[src/rtl/conv_stream_driver.sv]
// Streams a loaded x buffer into a convolver and captures its results.
// Runs are started with a pulse; results are read back with one cycle latency.
module conv_stream_driver #(
  parameter int WIDTH = 8,
  parameter int LENX  = 8,
  parameter int LENF  = 4,
  parameter int ADDRX = 3,
  parameter int ADDRY = 3
) (
  input  logic                    clk,
  input  logic                    reset,
  input  logic                    ld_en,
  input  logic [ADDRX-1:0]        ld_addr,
  input  logic signed [WIDTH-1:0] ld_data,
  input  logic                    start,
  output logic signed [WIDTH-1:0] m_data_out_x,
  output logic                    m_valid_x,
  input  logic                    m_ready_x,
  input  logic signed [WIDTH-1:0] s_data_in_y,
  input  logic                    s_valid_y,
  output logic                    s_ready_y,
  input  logic [ADDRY-1:0]        rd_addr,
  output logic signed [WIDTH-1:0] rd_data,
  output logic                    busy,
  output logic                    done
);

  localparam int LENY = LENX - LENF + 1;
  localparam int TXW  = $clog2(LENX + 1);
  localparam int RXW  = $clog2(LENY + 1);

  typedef enum logic [1:0] {
    IDLE,
    RUN,
    DONE
  } state_t;

  state_t state_q, state_d;

  logic [TXW-1:0] tx_cnt_q, tx_cnt_d;
  logic [RXW-1:0] rx_cnt_q, rx_cnt_d;

  logic signed [WIDTH-1:0] rd_data_q, rd_data_d;
  logic signed [WIDTH-1:0] xbuf_q [LENX];
  logic signed [WIDTH-1:0] ybuf_q [LENY];

  logic run, x_hs, y_hs, ld_we;

  always_comb begin
    run          = (state_q == RUN);
    m_valid_x    = run && (int'(tx_cnt_q) < LENX);
    s_ready_y    = run && (int'(rx_cnt_q) < LENY);
    m_data_out_x = '0;
    if (m_valid_x) m_data_out_x = xbuf_q[tx_cnt_q[ADDRX-1:0]];
    x_hs  = m_valid_x && m_ready_x;
    y_hs  = s_valid_y && s_ready_y;
    ld_we = ld_en && !run;
    busy  = run;
    done  = (state_q == DONE);
    rd_data = rd_data_q;
  end

  always_comb begin
    state_d  = state_q;
    tx_cnt_d = tx_cnt_q;
    rx_cnt_d = rx_cnt_q;
    unique case (state_q)
      IDLE, DONE: begin
        if (start) begin
          state_d  = RUN;
          tx_cnt_d = '0;
          rx_cnt_d = '0;
        end
      end
      RUN: begin
        if (x_hs) tx_cnt_d = tx_cnt_q + TXW'(1);
        if (y_hs) rx_cnt_d = rx_cnt_q + RXW'(1);
        // Both counters already saturated: this edge closes the run.
        if (int'(tx_cnt_q) == LENX && int'(rx_cnt_q) == LENY)
          state_d = DONE;
      end
      default: state_d = IDLE;
    endcase
  end

  always_comb begin
    rd_data_d = '0;
    if (int'(rd_addr) < LENY) rd_data_d = ybuf_q[rd_addr];
  end

  always_ff @(posedge clk or negedge reset) begin
    if (!reset) begin
      state_q   <= IDLE;
      tx_cnt_q  <= '0;
      rx_cnt_q  <= '0;
      rd_data_q <= '0;
    end else begin
      state_q   <= state_d;
      tx_cnt_q  <= tx_cnt_d;
      rx_cnt_q  <= rx_cnt_d;
      rd_data_q <= rd_data_d;
    end
  end

  // Buffers keep their contents across reset.
  always_ff @(posedge clk) begin
    if (ld_we) xbuf_q[ld_addr] <= ld_data;
  end

  always_ff @(posedge clk) begin
    if (y_hs) ybuf_q[rx_cnt_q[ADDRY-1:0]] <= s_data_in_y;
  end

endmodule

[config.mk]
export PLATFORM = sky130hd
export DESIGN_NAME = conv_stream_driver
export DESIGN_NICKNAME = d
export VERILOG_FILES = /design/src/rtl/conv_stream_driver.sv
export SDC_FILE = /design/constraint.sdc
export NUM_CORES = 1
export LEC_CHECK = 0
export ABC_AREA = 1
export CAP_MARGIN = 30
export CORE_MARGIN = 4
export CORE_UTILIZATION = 45
export CTS_CLUSTER_DIAMETER = 30
export DETAILED_ROUTE_END_ITERATION = 10
export GPL_ROUTABILITY_DRIVEN = 1
export PLACE_DENSITY_LB_ADDON = 0.15
export SETUP_SLACK_MARGIN = 0.05
export SLEW_MARGIN = 15
export SYNTH_ARGS = -nofsm -noshare
export SYNTH_HDL_FRONTEND = slang
export SYNTH_SLANG_ARGS = --single-unit
[constraint.sdc]
create_clock -name clk -period 2.5 [get_ports clk]
set_input_delay 0.25 -clock clk [delete_from_list [all_inputs] [get_ports clk]]
set_output_delay 0.25 -clock clk [all_outputs]
set_load 0.01 [all_outputs]
Yosys cells after proc, flatten, opt, wreduce, memory -nomap -nowiden
Memories as Yosys holds them, arrays and structs flattened.
Index checks and enable logic that the tools add are counted.
{"block": "totals", "n_memories": 2, "output_inout_bits": 20, "ram_bits": 104, "register_bits": 17, "elab_cells": 47, "inputBits": 28}
{"name": "xbuf_q", "depth": 8, "width": 8, "rd": 1, "rd_clocked_by_memory_dff": 0, "wr": 1, "line": "44", "source": "logic signed [WIDTH-1:0] xbuf_q [LENX];"}
{"name": "ybuf_q", "depth": 5, "width": 8, "rd": 1, "rd_clocked_by_memory_dff": 0, "wr": 1, "line": "45", "source": "logic signed [WIDTH-1:0] ybuf_q [LENY];"}
{"block": "op_classes", "n_eq_ne": 8, "muxes": 15, "addsub": 2, "order_cmp": 3, "reduce_logical": 13}
{"operator": "two-way mux 8 bit", "count": 2}
{"operator": "two-way mux 4 bit", "count": 2}
{"operator": "case mux 4 bit (2 select lines)", "count": 1}
{"operator": "logical AND 1 bit", "count": 6}
{"operator": "less-than comparator 3 bit (second input constant)", "count": 2}
{"operator": "two-way mux 3 bit", "count": 2}
{"operator": "!= test 2 x 1 -> 1 bit (second input constant)", "count": 3}
{"operator": "case mux 3 bit (2 select lines)", "count": 1}
{"operator": "AND reduction 3 bit", "count": 2}
{"operator": "adder 4 x 1 -> 4 bit (second input constant)", "count": 1}
{"operator": "equality test 4 bit (second input constant)", "count": 1}
{"operator": "less-than comparator 4 bit (second input constant)", "count": 1}
{"operator": "two-way mux 1 bit", "count": 4}
{"operator": "two-way mux 2 bit", "count": 2}
{"operator": "case mux 2 bit (2 select lines)", "count": 1}
{"operator": "adder 3 x 1 -> 3 bit (second input constant)", "count": 1}
{"operator": "equality test 3 bit (second input constant)", "count": 1}
{"operator": "equality test 2 x 1 -> 1 bit (second input constant)", "count": 1}
{"operator": "equality test 2 bit (second input constant)", "count": 1}
{"operator": "logical NOT 2 bit", "count": 1}
{"operator": "!= test 2 bit (second input constant)", "count": 1}
{"operator": "AND reduction 2 bit", "count": 1}
{"operator": "nonzero test 2 bit", "count": 1}
{"operator": "OR reduction 2 bit", "count": 1}
{"operator": "logical NOT 1 bit", "count": 1}

Depth between registers and ports, before layout
Gate-level depths: netlist of run 1.
{"block": "depth", "ltp_word": 5, "depth_mapped": 8, "depth_no_buf": 7}

Worst setup path after synthesis of run 1
OpenSTA, ideal clock, no wires.
{"block": "synth_path", "path_kind": "reg2reg", "start": "register state_q[1]", "end": "memory ybuf_q[0][0] (enable)", "required_time_ns": 2.117, "n_path_buf": 0, "setup_slack_ns": 0.707, "arrival_ns": 1.410, "setup_time_ns": 0.383, "synth_period_minus_slack_ns": 1.793, "path_stages_with_launch": 6, "path_cell_list": "dfrtp_1 > inv_1 > nand2_2 > inv_2 > nand3_4 > nor3_1"}
{"block": "synth_via", "elab_chain_cells": 5}
{"element": "from (decl)", "line": "38", "source": "state_t state_q, state_d;"}
{"element": "from (signal assigned)", "line": "98", "source": "state_q <= state_d;"}
{"element": "equality test 2 x 1 -> 1 bit", "line": "50", "source": "run = (state_q == RUN);"}
{"element": "named net busy", "line": "24", "source": "output logic busy,"}
{"element": "logical AND 1 bit", "line": "52", "source": "s_ready_y = run && (int'(rx_cnt_q) < LENY);"}
{"element": "logical AND 1 bit", "line": "56", "source": "y_hs = s_valid_y && s_ready_y;"}
{"element": "two-way mux 1 bit", "line": "111", "source": "if (y_hs) ybuf_q[rx_cnt_q[ADDRY-1:0]] <= s_data_in_y;"}
{"element": "two-way mux 1 bit (not written as such)", "line": "111"}
{"element": "to (decl)", "line": "45"}
The timed path passes the listed nets, and every way through them passes these cells.

Worst setup path after layout of run 1
{"block": "layout_path", "start": "register tx_cnt_q[1]", "end": "output m_data_out_x[3]"}
{"block": "layout_via", "elab_chain_cells": 3, "elab_cells_between_ends": 4, "classes_between": "order compare: 1; mux: 1; reduce/logical: 1; memory: 1"}
{"element": "from (decl)", "line": "40", "source": "logic [TXW-1:0] tx_cnt_q, tx_cnt_d;"}
{"element": "from (signal assigned)", "line": "99", "source": "tx_cnt_q <= tx_cnt_d;"}
{"element": "less-than comparator 4 bit", "line": "51", "source": "m_valid_x = run && (int'(tx_cnt_q) < LENX);"}
{"element": "logical AND 1 bit", "line": "51"}
{"element": "two-way mux 8 bit *", "line": "54", "source": "if (m_valid_x) m_data_out_x = xbuf_q[tx_cnt_q[ADDRX-1:0]];"}
{"element": "to (decl)", "line": "16", "source": "output logic signed [WIDTH-1:0] m_data_out_x,"}
Mark *: on every way between the ends. The rest lies on a longest branch, timed or not.

==> flow_summary.ini, run 1 <==
[placed_design]
portBuffers = 47
hpwl_um = 7160
gp_congestion = 0.848

[sta]
hold_viol_final = 0
layout_worst_path_cycle_share_pct = 93.5
fin_tns_setup_ns = 0
tightest_slew_ns = 0.718
relSlewSlack_pct = 52.1
drv_slew = 0
fin_skew_ns = 0.00841
max_clock_freq_ghz = 0.428
setup_viol_count_final = 0
rsz0062_at_grt = no
min_period_ns = 2.34

[critical_path]
timing.rr.start = state_q[0]$_DFFE_PN0P_
arrival_ns = 2.09
required_ns = 2.25
rrSetupSlack_ns = 0.53
path_cells = inv_6, nand3_1, nand2_1, nor2_1, nor2_1, clkdlybuf4s50_1
cp-start-kind = flop
rr_endpoint = xbuf_q[0][3]$_DFFE_PP_
crit_fanout = 19
cp_top_family = buffers and inverters
rr_worst_depth = 6
end_kind = output pin
worst-path-buf-inv = 2
slowest_delay_ns = 0.56
cpMostUsedCell = nor2_1
worstSetupPathType = flop to output pin
slowest_stage = dfrtp_2

[route]
num_vias = 3638
first_iter_violations = 231
totalWireLength_um = 10900
dr.pass1.iters = 4
route.antenna.remaining_nets = 0
wl_per_cell_um = 14.2
post-route-drc-count = 0
vias_per_cell = 4.76

[logic_synthesis]
syn_nets = 574
postSynthCellCount = 542
synth_warnings = 0
ys_seq_area_share_pct = 65.5
synth_top_area_cell = edfxtp_1
post_synth_num_cell_types = 25
ys_ff_latch = 121
yosysTopAreaCellShare_pct = 57.6
syn_avg_cell_area_um2 = 10.0
syn_area_mm2 = 0.00542
synthTopCellsByArea = edfxtp_1 (58%), nand2_1 (9.1%), inv_1 (8.9%)
synthArstFlopShare_pct = 14.0
yosysMostFrequentCell = nand2_1
synth_common_cells = nand2_1 (132), inv_1 (128), edfxtp_1 (104)
ys.flop_type = edfxtp_1
synth-edff-count = 104

[final_layout]
multi_input_area_mm2 = 0.00123
regArea_mm2 = 0.00355
fill_cells = 973
diodes = 0
final_nets = 641
drive_above_1_share_pct = 10.5
syn_to_final_growth_pct = 24.6

[global_routing]
first_global_vias = 3534
grt_max_degree = 36
antenna_found_initial = 0
grt_usage_pct = 16.3
grt-ovfl-total = 0
grt_pass1_wl_um = 17600

[cts]
clock_sinks = 121
cts_setup_buffers = 0
cts-root-buf = clkbuf_16
worstSkewPairLatency_ns = 0.41
clk_pin_slew_ns = 0.05
htreeDepth = 4
cts_buffers = 17
hold_buffers = 0
cts_tree = yes
cts.path.max_buffers = 2

[power]
power.density_mw_per_mm2 = 1030
power.leakage_nw = 3.14
totalPowerFinal_mw = 6.94
ir_worst_vdd_v = 0.000606

[floorplanning]
start_util_pct = 46.7
pin_count = 48
dieWidth_um = 118
die_h_um = 118
placementRows = 39
coreArea_mm2 = 0.0116
die_area_mm2 = 0.0139

[min_path]
hp-class = primary input to async pin

[run]
maxCapViolCount = 0

[status]
outcome = finished clean
through the flow:
step	util [%]	hold slack, ns	cells	cell area (um^2)	worst slack (ns)
floorplan	-	-0.0456	542	5420	0.707
global route	58.1	0.181	765	6750	0.0504
detailed placement	52.1	0.593	731	6050	0.376
CTS	57.6	0.360	763	6690	0.0615
finish	58.1	0.161	765	6750	0.161
global placement	52.1	0.566	731	6050	0.367
what timing repair did:
action	CTS	global route
endpoints found under the setup margin	8	8
gates cloned	0	1
resized for setup	4	10
pin swaps	0	1
cell families (layout without fill, tap and decap cells):
logic type | after synthesis | count (layout) | share of synthesized area [%]
adder cells (fa/ha/maj) | 4 | 4 | 0.924
AND/OR/NAND/NOR | 239 | 239 | 18.9
XOR/XNOR | 1 | 1 | 0.162
AO/OA/AOI/OAI | 27 | 27 | 2.63
flip-flops | 121 | 121 | 65.5
buffers and inverters | 150 | 230 | 11.9
worst register-to-register path: stages, from the launching register on:
cell and delay, ns:
dfrtp_1 0.40, nand2_2 0.18, inv_2 0.11, nor2_1 0.24
nand2_1 0.16, nor2_1 0.35, buf_4 0.24
layout make-up:
type | count | share of cell area (%)
inverters | 132 | 7.56
repair buffers | 66 | 9.80
clock inverters | 9 | 2.15
well taps | 143 | 2.65
multi-input cells | 271 | 18.2
clock buffers | 23 | 7.08
flip-flops and latches | 121 | 52.6
placed cells by master, fill, tap and decap left out, types with 5 or more instances in the layout:
master / netlist / routed
clkinv_2: 0 / 5
inv_1: 128 / 128
buf_4: 3 / 16
clkbuf_16: 0 / 18
clkdlybuf4s50_1: 0 / 41
a21oi_1: 9 / 9
nand2_1: 132 / 132
edfxtp_1: 104 / 104
nand3_1: 61 / 61
dfrtp_1: 17 / 15
o21ai_1: 11 / 11
nand2_2: 8 / 8
dlymetal6s2s_1: 0 / 6
nor2_1: 30 / 30
sequential cells by signal (all words and copies together), names as in the netlist:
signal and count:
xbuf_q 64, ybuf_q 40, rd_data 8, tx_cnt_q 4, rx_cnt_q 3, state_q 2
worst max path at each step:
stage	from	cells past startpoint	slack (ns)	end
after floorplan	state_q[1]$_DFFE_PN0P_	5	0.71	ybuf_q[0][0]$_DFFE_PP_
after global placement	tx_cnt_q[1]$_DFFE_PN0P_	6	0.37	m_data_out_x[5]
after detailed placement	tx_cnt_q[1]$_DFFE_PN0P_	6	0.38	m_data_out_x[5]
after CTS	tx_cnt_q[0]$_DFFE_PN0P_	8	0.06	m_data_out_x[6]
after global routing	tx_cnt_q[1]$_DFFE_PN0P_	6	0.05	m_data_out_x[3]
final	tx_cnt_q[1]$_DFFE_PN0P_	6	0.16	m_data_out_x[3]
report_power, final:
group | internal [mW] | switching [mW]
combinational | 0.771 | 1.05
sequential | 2.40 | 0.182
clock | 1.74 | 0.801
routing by layer:
layer | GRT usage (%) | vias to the layer above | part of all wire, %
met4 | 6.37 | 0 | 1.7
met1 | 21.7 | 1691 | 47
met5 | 0 | - | 0
met2 | 25.1 | 89 | 46
li1 | - | 1839 | -
met3 | 5.09 | 19 | 5.5
No activity file was read; power rests on OpenSTA's default activity.
==> run 2, diff against run 1 <==
--- a/config.mk
+++ b/config.mk
@@ -12,7 +12,6 @@
 export CTS_CLUSTER_DIAMETER = 30
 export DETAILED_ROUTE_END_ITERATION = 10
 export GPL_ROUTABILITY_DRIVEN = 1
-export PLACE_DENSITY_LB_ADDON = 0.15
 export SETUP_SLACK_MARGIN = 0.05
 export SLEW_MARGIN = 15
 export SYNTH_ARGS = -nofsm -noshare
==> run 2 against run 1 <==
Net effect:
- count of clock-buffer cells in the layout fell by 6
- largest power group unchanged
- critical endpoint unchanged
- design area fell by 0.24%
- clock power barely moved
- critical path type unchanged
==> flow_summary.ini, run 2 (same netlist as run 1, synthesis figures left out) <==
[status]
outcome = finished clean

[sta]
hold_viol_final = 0
min_period_ns = 2.32
rsz0062_at_grt = no
setup_viol_count_final = 0
drv_slew = 0
relSlewSlack_pct = 54.3
layout_worst_path_cycle_share_pct = 92.8
tightest_slew_ns = 0.685
fin_skew_ns = 0.00599
max_clock_freq_ghz = 0.431
setup_ws_ns = 0.181
fin_tns_setup_ns = 0

[power]
ir_worst_vdd_v = 0.000557
power.density_mw_per_mm2 = 1030
p_seq_share_pct = 37.3
power.leakage_nw = 3.13
p_clk_share_pct = 36.8
switchingPower_mw = 2.10
swShare_pct = 30.4
internal-power_mw = 4.80
p_comb_share_pct = 25.9

[route]
num_vias = 3681
post-route-drc-count = 0
wl_per_cell_um = 14.3
vias_per_cell = 4.82
route.antenna.remaining_nets = 0
totalWireLength_um = 10900
first_iter_violations = 230
dr.pass1.iters = 6

[floorplanning]
coreArea_mm2 = 0.0116
die_h_um = 118
start_util_pct = 46.7
pin_count = 48
placementRows = 39
dieWidth_um = 118
die_area_mm2 = 0.0139

[final_layout]
syn_to_final_growth_pct = 24.3
drive_above_1_share_pct = 10.6
diodes = 0
top_register = xbuf_q
final_nets = 640
final_cell_mix = nand2_1 (132), inv_1 (128), edfxtp_1 (104)
largest_reg_flops = 64
layout_commonest_cell = nand2_1

[cts]
htreeDepth = 4
cts_buffers = 17
worstSkewPairLatency_ns = 0.42
cts.path.max_buffers = 2
clock_sinks = 121
cts_setup_buffers = 0
cts-root-buf = clkbuf_16
cts_tree = yes
clk_pin_slew_ns = 0.06

[critical_path]
crit_fanout = 19
arrival_ns = 2.07
worstSetupPathType = flop to output pin
end_kind = output pin
rrSetupSlack_ns = 0.40
required_ns = 2.25
cp-start-kind = flop

[global_routing]
first_global_vias = 3453
grt_max_degree = 36
grt_pass1_wl_um = 17500
grt-ovfl-total = 0
antenna_found_initial = 0
grt_usage_pct = 16.6

[placed_design]
portBuffers = 47
pre_cts_slack_ns = 0.358
gp_congestion = 0.790
hpwl_um = 7020

[min_path]
hp-class = primary input to async pin

[run]
maxCapViolCount = 0
-- run 2: cell types whose count changed in the layout (fill, tap and decap cells not counted), moves of 2 or more --
cell,before,now
clkinv_2,5,3
clkinv_4,0,4
clkbuf_8,3,0
clkbuf_1,3,0
clkinvlp_4,0,3
-- run 2: final timing paths --
path / end / startpoint / cells past startpoint
hold reg to reg: state_q[1]$_DFFE_PN0P_ / state_q[0]$_DFFE_PN0P_ / 3
max in group asynchronous: tx_cnt_q[1]$_DFFE_PN0P_ / reset / 2
min in group clk: state_q[1]$_DFFE_PN0P_ / start / 2
hold / removal: tx_cnt_q[2]$_DFFE_PN0P_ / reset / 1
setup / recovery: m_data_out_x[3] / tx_cnt_q[1]$_DFFE_PN0P_ / 6
setup reg to reg: xbuf_q[1][6]$_DFFE_PP_ / state_q[0]$_DFFE_PN0P_ / 6
-- run 2: stage by stage --
step | area (um^2) | util, % | power [mW] | hold WS, ns | cells
final | 6740 | 58.0 | 6.90 | 0.0300 | 764
after global routing | 6740 | 58.0 | 7.31 | 0.0216 | 764
after CTS | 6690 | 57.6 | 6.97 | 0.360 | 763
after detailed placement | 6050 | 52.1 | 4.39 | 0.587 | 731
after global placement | 6050 | 52.1 | 4.36 | 0.575 | 731
after floorplan | 5420 | - | 3.79 | -0.0456 | 542
-- run 2: layer usage --
layer	up-vias	part of all wire (%)	global-route usage (%)
met1	1719	47	21.3
met4	0	1.6	7.47
met5	-	0	0
li1	1845	-	-
met2	98	47	25.7
met3	19	4.8	5.67
-- run 2: worst max-delay path, stage by stage (launching register included) --
cell	delay (ns)
dfrtp_2	0.56
inv_6	0.21
nand3_1	0.10
nand3_1	0.07
nand2_1	0.07
nor2_1	0.10
clkdlybuf4s50_1	0.54
-- run 2: layout make-up --
type | count | area, um^2
multi-input combinational | 271 | 1230
fill | 982 | 4880
clock inverter | 15 | 201
clock buffer | 17 | 425
timing repair buffer | 65 | 643
inverter | 132 | 510
tap | 143 | 179
sequential | 121 | 3550
-- run 2: repair_timing --
item	CTS	global route
endpoints found under the setup margin	8	8
resized for setup	4	10
hold buffers	0	0
hold endpoints to repair	0	0
-- run 2: power by group through the flow --
stage | clock, mW | sequential [mW] | combinational (mW)
floorplan | 0 | 2.52 | 1.26
global placement | 0 | 2.60 | 1.76
detailed placement | 0 | 2.61 | 1.78
CTS | 2.58 | 2.57 | 1.81
global route | 2.69 | 2.60 | 2.02
finish | 2.54 | 2.58 | 1.78
